--- config.mk ---
export PLATFORM = sky130hd
export DESIGN_NAME = picosoc_iomem_fabric_flat
export DESIGN_NICKNAME = d
export VERILOG_FILES = /design/src/rtl/picosoc_iomem_fabric_if.sv /design/src/rtl/picosoc_iomem_fabric.sv /design/src/flat_wrapper.sv
export SDC_FILE = /design/constraint.sdc
export NUM_CORES = 1
export LEC_CHECK = 0
export ABC_AREA = 1
export BUFFER_PORTS_ARGS = -buffer_cell sky130_fd_sc_hd__clkbuf_2
export CORE_AREA = 2 2 133 135
export DETAILED_ROUTE_END_ITERATION = 8
export DIE_AREA = 0 0 135 137
export GPL_TIMING_DRIVEN = 0
export SKIP_LAST_GASP = 1
export SYNTH_ARGS = -nofsm -noshare
export SYNTH_HDL_FRONTEND = slang
export SYNTH_SLANG_ARGS = --single-unit
--- constraint.sdc ---
create_clock -name clk -period 1.6 [get_ports clk]
set_clock_uncertainty 0.15 [all_clocks]
set_input_delay 0.08 -clock clk [delete_from_list [all_inputs] [get_ports clk]]
set_output_delay 0.08 -clock clk [all_outputs]
set_load 0.1 [all_outputs]
--- src/rtl/picosoc_iomem_fabric_if.sv ---
// CPU-side native memory bus and the shared peripheral-side bus of the iomem fabric.
interface picosoc_iomem_fabric_if;
  logic        mem_valid;
  logic        mem_ready;
  logic [31:0] mem_addr;
  logic [31:0] mem_wdata;
  logic [3:0]  mem_wstrb;
  logic [31:0] mem_rdata;

  modport master (output mem_valid, mem_addr, mem_wdata, mem_wstrb,
                  input  mem_ready, mem_rdata);
  modport slave  (input  mem_valid, mem_addr, mem_wdata, mem_wstrb,
                  output mem_ready, mem_rdata);
endinterface

interface picosoc_iomem_slv_if #(
  parameter int unsigned NSLAVES = 4
);
  logic [NSLAVES-1:0]    s_valid;
  logic [NSLAVES-1:0]    s_ready;
  logic [31:0]           s_addr;
  logic [31:0]           s_wdata;
  logic [3:0]            s_wstrb;
  logic [NSLAVES*32-1:0] s_rdata;

  modport master (output s_valid, s_addr, s_wdata, s_wstrb,
                  input  s_ready, s_rdata);
  modport slave  (input  s_valid, s_addr, s_wdata, s_wstrb,
                  output s_ready, s_rdata);
endinterface

--- src/rtl/picosoc_iomem_fabric.sv ---
// Windowed iomem interconnect: picorv32 native port to NSLAVES registered slave handshakes with
// first-error latch. Define PICOSOC_FABRIC_TIMEOUT_EN to build the ACCESS timeout counter.
module picosoc_iomem_fabric #(
  parameter int unsigned           NSLAVES   = 4,
  parameter logic [NSLAVES*32-1:0] SLV_BASE  = {NSLAVES{32'h0300_0000}},
  parameter logic [NSLAVES*32-1:0] SLV_MASK  = {NSLAVES{32'hFFFF_0000}},
  parameter int unsigned           TIMEOUT   = 255,
  parameter logic [31:0]           ERR_RDATA = 32'hBADB_ADDD
) (
  input  logic                  clk,
  input  logic                  resetn,
  picosoc_iomem_fabric_if.slave mbus,
  picosoc_iomem_slv_if.master   sbus,
  output logic                  err_irq,
  output logic [31:0]           err_addr,
  output logic [1:0]            err_code,
  input  logic                  err_clr
);
  localparam int unsigned SW = (NSLAVES > 1) ? $clog2(NSLAVES) : 1;

  if (NSLAVES < 1 || NSLAVES > 8 || TIMEOUT < 1 || TIMEOUT > 65535) begin : g_bad_param
    $error("picosoc_iomem_fabric: NSLAVES or TIMEOUT out of range");
  end

  typedef enum logic [1:0] {ST_IDLE, ST_ACCESS, ST_RESP} state_e;

  state_e             state_q, state_d;
  logic [SW-1:0]      sel_q, sel_d;
  logic [NSLAVES-1:0] s_valid_q, s_valid_d;
  logic               mem_ready_q, mem_ready_d;
  logic [31:0]        mem_rdata_q, mem_rdata_d;
  logic [31:0]        s_addr_q, s_addr_d;
  logic [31:0]        s_wdata_q, s_wdata_d;
  logic [3:0]         s_wstrb_q, s_wstrb_d;
  logic               err_irq_q, err_irq_d;
  logic [31:0]        err_addr_q, err_addr_d;
  logic [1:0]         err_code_q, err_code_d;

  logic [NSLAVES-1:0] hit;
  logic               hit_any;
  logic [SW-1:0]      hit_idx;
  logic               ack;
  logic               tmo;
  logic [31:0]        sel_rdata;
  logic               err_ev;
  logic [1:0]         err_ev_code;
  logic [31:0]        err_ev_addr;

  for (genvar gi = 0; gi < NSLAVES; gi++) begin : g_hit
    assign hit[gi] = (mbus.mem_addr & SLV_MASK[32*gi +: 32]) ==
                     (SLV_BASE[32*gi +: 32] & SLV_MASK[32*gi +: 32]);
  end

  // Scanning downwards leaves the lowest matching index, so overlaps resolve to the lower slave.
  always_comb begin
    hit_any = 1'b0;
    hit_idx = '0;
    for (int i = int'(NSLAVES) - 1; i >= 0; i--) begin
      if (hit[i]) begin
        hit_any = 1'b1;
        hit_idx = SW'(i);
      end
    end
  end

  assign ack       = (state_q == ST_ACCESS) && sbus.s_ready[sel_q];
  assign sel_rdata = sbus.s_rdata[{sel_q, 5'd0} +: 32];

`ifdef PICOSOC_FABRIC_TIMEOUT_EN
  logic [15:0] cnt_q, cnt_d;

  assign tmo   = (state_q == ST_ACCESS) && !ack && (cnt_q == 16'(TIMEOUT));
  assign cnt_d = (state_q != ST_ACCESS) ? 16'd0 :
                 (ack || tmo)           ? cnt_q : cnt_q + 16'd1;

  always_ff @(posedge clk or negedge resetn) begin
    if (!resetn) cnt_q <= '0;
    else         cnt_q <= cnt_d;
  end
`else
  assign tmo = 1'b0;
`endif

  always_comb begin
    state_d     = state_q;
    sel_d       = sel_q;
    s_valid_d   = s_valid_q;
    mem_ready_d = 1'b0;
    mem_rdata_d = mem_rdata_q;
    s_addr_d    = s_addr_q;
    s_wdata_d   = s_wdata_q;
    s_wstrb_d   = s_wstrb_q;
    err_ev      = 1'b0;
    err_ev_code = 2'd0;
    err_ev_addr = s_addr_q;
    case (state_q)
      ST_IDLE: begin
        if (mbus.mem_valid && !mem_ready_q) begin
          s_addr_d  = mbus.mem_addr;
          s_wdata_d = mbus.mem_wdata;
          s_wstrb_d = mbus.mem_wstrb;
          if (hit_any) begin
            sel_d              = hit_idx;
            s_valid_d          = '0;
            s_valid_d[hit_idx] = 1'b1;
            state_d            = ST_ACCESS;
          end else begin
            mem_ready_d = 1'b1;
            mem_rdata_d = ERR_RDATA;
            err_ev      = 1'b1;
            err_ev_code = 2'd1;
            err_ev_addr = mbus.mem_addr;
            state_d     = ST_RESP;
          end
        end
      end
      ST_ACCESS: begin
        if (ack) begin
          mem_rdata_d = sel_rdata;
          s_valid_d   = '0;
          mem_ready_d = 1'b1;
          state_d     = ST_RESP;
        end else if (tmo) begin
          mem_rdata_d = ERR_RDATA;
          s_valid_d   = '0;
          mem_ready_d = 1'b1;
          err_ev      = 1'b1;
          err_ev_code = 2'd2;
          state_d     = ST_RESP;
        end
      end
      ST_RESP: state_d = ST_IDLE;
      default: state_d = ST_IDLE;
    endcase

    // A clear coinciding with a new error still latches that error.
    err_irq_d  = err_irq_q;
    err_code_d = err_code_q;
    err_addr_d = err_addr_q;
    if (err_clr) begin
      err_irq_d  = 1'b0;
      err_code_d = 2'd0;
    end
    if (err_ev && (err_code_q == 2'd0 || err_clr)) begin
      err_irq_d  = 1'b1;
      err_code_d = err_ev_code;
      err_addr_d = err_ev_addr;
    end
  end

  always_ff @(posedge clk or negedge resetn) begin
    if (!resetn) begin
      state_q     <= ST_IDLE;
      sel_q       <= '0;
      s_valid_q   <= '0;
      mem_ready_q <= 1'b0;
      mem_rdata_q <= '0;
      s_addr_q    <= '0;
      s_wdata_q   <= '0;
      s_wstrb_q   <= '0;
      err_irq_q   <= 1'b0;
      err_addr_q  <= '0;
      err_code_q  <= 2'd0;
    end else begin
      state_q     <= state_d;
      sel_q       <= sel_d;
      s_valid_q   <= s_valid_d;
      mem_ready_q <= mem_ready_d;
      mem_rdata_q <= mem_rdata_d;
      s_addr_q    <= s_addr_d;
      s_wdata_q   <= s_wdata_d;
      s_wstrb_q   <= s_wstrb_d;
      err_irq_q   <= err_irq_d;
      err_addr_q  <= err_addr_d;
      err_code_q  <= err_code_d;
    end
  end

  assign mbus.mem_ready = mem_ready_q;
  assign mbus.mem_rdata = mem_rdata_q;
  assign sbus.s_valid   = s_valid_q;
  assign sbus.s_addr    = s_addr_q;
  assign sbus.s_wdata   = s_wdata_q;
  assign sbus.s_wstrb   = s_wstrb_q;
  assign err_irq        = err_irq_q;
  assign err_addr       = err_addr_q;
  assign err_code       = err_code_q;

endmodule

--- src/flat_wrapper.sv ---
// flat-port wrapper written by rule: the top's interface ports become plain ports
module picosoc_iomem_fabric_flat 
#(
  parameter int unsigned           NSLAVES   = 4,
  parameter logic [NSLAVES*32-1:0] SLV_BASE  = {NSLAVES{32'h0300_0000}},
  parameter logic [NSLAVES*32-1:0] SLV_MASK  = {NSLAVES{32'hFFFF_0000}},
  parameter int unsigned           TIMEOUT   = 255,
  parameter logic [31:0]           ERR_RDATA = 32'hBADB_ADDD
)
  (clk, resetn, err_irq, err_addr, err_code, err_clr, mbus_mem_valid, mbus_mem_addr, mbus_mem_wdata, mbus_mem_wstrb, mbus_mem_ready, mbus_mem_rdata, sbus_s_valid, sbus_s_addr, sbus_s_wdata, sbus_s_wstrb, sbus_s_ready, sbus_s_rdata);
  picosoc_iomem_fabric_if mbus_i ();
  picosoc_iomem_slv_if #(.NSLAVES(NSLAVES)) sbus_i ();
  input  logic clk;
  input  logic resetn;
  output logic err_irq;
  output logic [31:0] err_addr;
  output logic [1:0] err_code;
  input  logic err_clr;
  input wire logic [$bits(mbus_i.mem_valid)-1:0] mbus_mem_valid;
  input wire logic [$bits(mbus_i.mem_addr)-1:0] mbus_mem_addr;
  input wire logic [$bits(mbus_i.mem_wdata)-1:0] mbus_mem_wdata;
  input wire logic [$bits(mbus_i.mem_wstrb)-1:0] mbus_mem_wstrb;
  output wire logic [$bits(mbus_i.mem_ready)-1:0] mbus_mem_ready;
  output wire logic [$bits(mbus_i.mem_rdata)-1:0] mbus_mem_rdata;
  output wire logic [$bits(sbus_i.s_valid)-1:0] sbus_s_valid;
  output wire logic [$bits(sbus_i.s_addr)-1:0] sbus_s_addr;
  output wire logic [$bits(sbus_i.s_wdata)-1:0] sbus_s_wdata;
  output wire logic [$bits(sbus_i.s_wstrb)-1:0] sbus_s_wstrb;
  input wire logic [$bits(sbus_i.s_ready)-1:0] sbus_s_ready;
  input wire logic [$bits(sbus_i.s_rdata)-1:0] sbus_s_rdata;
  assign mbus_i.mem_valid = mbus_mem_valid;
  assign mbus_i.mem_addr = mbus_mem_addr;
  assign mbus_i.mem_wdata = mbus_mem_wdata;
  assign mbus_i.mem_wstrb = mbus_mem_wstrb;
  assign mbus_mem_ready = mbus_i.mem_ready;
  assign mbus_mem_rdata = mbus_i.mem_rdata;
  assign sbus_s_valid = sbus_i.s_valid;
  assign sbus_s_addr = sbus_i.s_addr;
  assign sbus_s_wdata = sbus_i.s_wdata;
  assign sbus_s_wstrb = sbus_i.s_wstrb;
  assign sbus_i.s_ready = sbus_s_ready;
  assign sbus_i.s_rdata = sbus_s_rdata;
  picosoc_iomem_fabric #(.NSLAVES(NSLAVES), .SLV_BASE(SLV_BASE), .SLV_MASK(SLV_MASK), .TIMEOUT(TIMEOUT), .ERR_RDATA(ERR_RDATA)) u_core (.clk(clk), .resetn(resetn), .mbus(mbus_i), .sbus(sbus_i), .err_irq(err_irq), .err_addr(err_addr), .err_code(err_code), .err_clr(err_clr));
endmodule
==> metrics list <==
- The run finished with clean final reports.
* Largest net degree at the start of global routing: 71
* Post-placement worst setup slack: -0.0153 ns
- Total of max-cap violations: 0
- In this run the worst hold path is classified as primary input to asynchronous set/reset pin.
- Setup repair after global routing missed its margin: yes
- Worst path arrival time: 1.74 ns
- The clock tree synthesis step divided the H-tree into 4 levels.
- Broken down by cell family, the worst path's largest delay share belongs to simple AND/OR/NAND/NOR gates.
* Share of final-layout standard cells stronger than drive strength 1: 0.330
* Number of global-route vias before repair: 5,634
* NumNets Final: 1,215
- Antenna violations before repair: 0
- Number of filler instances in the final layout: 1,577
- For this block, the routed nets add up to 18,600 um of wire.
- Once detail routing completed, the nets flagged for antenna violations numbered 0.
* Critical-path cell list: nor2_4 > nand2_4 > inv_8 > buf_12 > buf_4 > nand2_1 > nand2_1
* Detailed Place HPWL: 12,700 um
- The Yosys step of the flow raised 0 warnings.
- Area of the core: 0.0171 mm^2
* Commonest cells after routing, fill and taps aside: nand2_1, clkbuf_2, dfrtp_1
* Buffers added on ports: 240
- The number of slew-limit violations in the final report is 0.
* Post-route design area: 0.00910 mm^2
* Overall via count from detail_route: 5,629
- After detailed routing, the number of remaining DRC violations is 0.
- Global routing finished with a remaining overflow of 0.
* Synth Register Bits: 137
- Clock tree synthesis selected as its root buffer the cell clkbuf_16.
- Critical path capture point type: register
* Clock slew at the register clock pins of the worst setup and hold paths: 0.06 ns
- Mapped Cells: 643
* Effective utilization at floorplan: 0.335
- The number of different library cells used by synthesis comes to 22.
- Final setup violation count: 0
- Syn avg cell area: 8.89 um^2
* Fin crit period: 1.55 ns
* Placed instance count: 1,112
- Counting flops with an async set or reset pin after synthesis yields a share of 1.00.
* Number of non-filler instances in the completed layout: 1,249
* Area of the mapped netlist: 0.00572 mm^2
- In this design, the stage delay of the slowest critical-path cell is 0.43 ns.
- First-pass GRT wire length: 28,700 um
- Headroom to the max-slew limit came out at 0.590.
- The critical path is of the register to register type.
- # rows: 48
* Num ports: 344
* Post-synth EDFFs: 0
* Clock tree from TritonCTS: done
- CP max-delay cell: dfrtp_2
* Final hold viol count: 0
- The die is 135 um wide.
- Most common flop cell mapped by yosys: dfrtp_1
* Vias per inst: 4.51
- The worst setup path is launched from a register.
- In this run the worst path has a maximum fanout of 10.
- Counting the buffers created by CTS gives 17.
- Portion of the post-synthesis area used by sequential elements: 0.600
* CP Data Required Time: 1.80 ns
- Clock tree buffer depth: 2
* Cell occurring most often along the worst timing path: nand2_1
* First drt pass iteration count: 4
* TritonCTS Sinks: 137
- Most common cell after layout, fill and taps aside: nand2_1
- Final worst-path setup slack: 0.0542 ns
- The tightest hold path in the finished design has a slack of 0.0729 ns.
- Die H: 137 um
- Maximum clock frequency: 647 MHz
* Share of the cycle needed by the critical path after routing: 0.966
- Number of DRC markers in iteration 0: 225
* Count of buffer and inverter cells on the critical path: 3
- At the later pin of the worst-skew pair, clock insertion delay measures 0.41 ns.
- Area after DPL: 0.00726 mm^2
- Layout-stage area growth over the synthesis result: 59.1%
* Routability Congestion: 0.784
* Area enclosed by the die boundary: 0.0185 mm^2
- In the global route stage, overall resource usage came out at 0.199.
- Transition time at the pin with the least slew margin: 0.618 ns
- Mean routed wirelength per cell: 14.9 um
- 0 antenna diodes ended up in the layout.
routing by layer:
metal / GRT usage / up-vias / routed length (um)
met5: 0 / - / 0
met4: 0.0590 / 0 / 308
met3: 0.0681 / 26 / 1690
met2: 0.345 / 224 / 8880
met1: 0.235 / 2602 / 7710
li1: - / 2777 / -
cells by family after synthesis:
family | count (synthesis) | synth area share
AND/OR/NAND/NOR | 453 | 0.344
other | 1 | 0.000656
flip-flops | 137 | 0.600
buffers and inverters | 52 | 0.0554
worst register-to-register path: stages (launching register included):
cell	delay (ns)
dfrtp_2	0.43
nor2_4	0.16
nand2_4	0.14
inv_8	0.12
buf_12	0.14
buf_4	0.17
nand2_1	0.09
nand2_1	0.07
what timing repair did:
action | in CTS | in global routing
buffers inserted | 0 | 0
hold buffers | 102 | 0
gates resized for setup | 4 | 37
hold endpoints to repair | 202 | 0
setup endpoints to repair | 28 | 121
gates cloned | 0 | 3
pin swaps | 0 | 4
final cells by class:
class	count	area (um^2)	share of cell area
plain buffers	46	364	0.0400
flip-flops and latches	137	3430	0.378
clock inverters	13	194	0.0213
clock buffers	19	443	0.0487
multi-input cells	457	2010	0.221
inverters	6	30.0	0.00330
well taps	225	282	0.0309
repair buffers	346	2340	0.257
Yosys cell counts, types with 2 or more instances:
library cell	count	area (um^2)
or2_1	5	31.3
nand2_2	3	18.8
or2_2	5	31.3
nor2_2	2	12.5
nand4_1	32	200
buf_2	8	40.0
nor2_1	8	30.0
inv_1	3	11.3
buf_6	5	56.3
dfrtp_1	137	3430
inv_2	2	7.51
nand3_1	66	330
buf_4	19	143
or2_0	13	81.3
nand2_4	2	22.5
nand2_1	314	1180
clkbuf_1	13	48.8
nor2_4	2	22.5
state kept, by name (all words and copies together), names as in the netlist:
register	flops
u_core.err_addr	32
u_core.mbus.mem_rdata	32
u_core.sbus.s_addr	32
u_core.sbus.s_wdata	32
u_core.sbus.s_wstrb	4
u_core.state_q	2
u_core.err_code	1
u_core.mbus.mem_ready	1
u_core.sbus.s_valid	1
path summary, 6_finish.rpt:
path	start	end	depth (start not counted)	slack (ns)
setup / recovery	u_core.state_q[1]	u_core.sbus.s_wdata[15]	7	0.05
hold / removal	resetn	u_core.sbus.s_addr[5]	2	0.07
setup reg to reg	u_core.state_q[1]	u_core.sbus.s_wdata[15]	7	0.05
hold reg to reg	u_core.err_addr[19]	u_core.err_addr[19]	2	0.32
max in group asynchronous	resetn	u_core.mbus.mem_ready	3	0.43
min in group clk	mbus_mem_addr[28]	u_core.mbus.mem_rdata[0]	7	0.08
stage by stage:
stage,util,TNS [ns]
final,0.533,0
after global routing,0.533,-0.479
after CTS,0.523,-0.136
after detailed placement,0.426,-0.0364
after global placement,0.424,-283.70
after floorplan,-,0
Power is not shown: default switching activity piles up to over one toggle a cycle in this logic, so the estimate is an artifact.
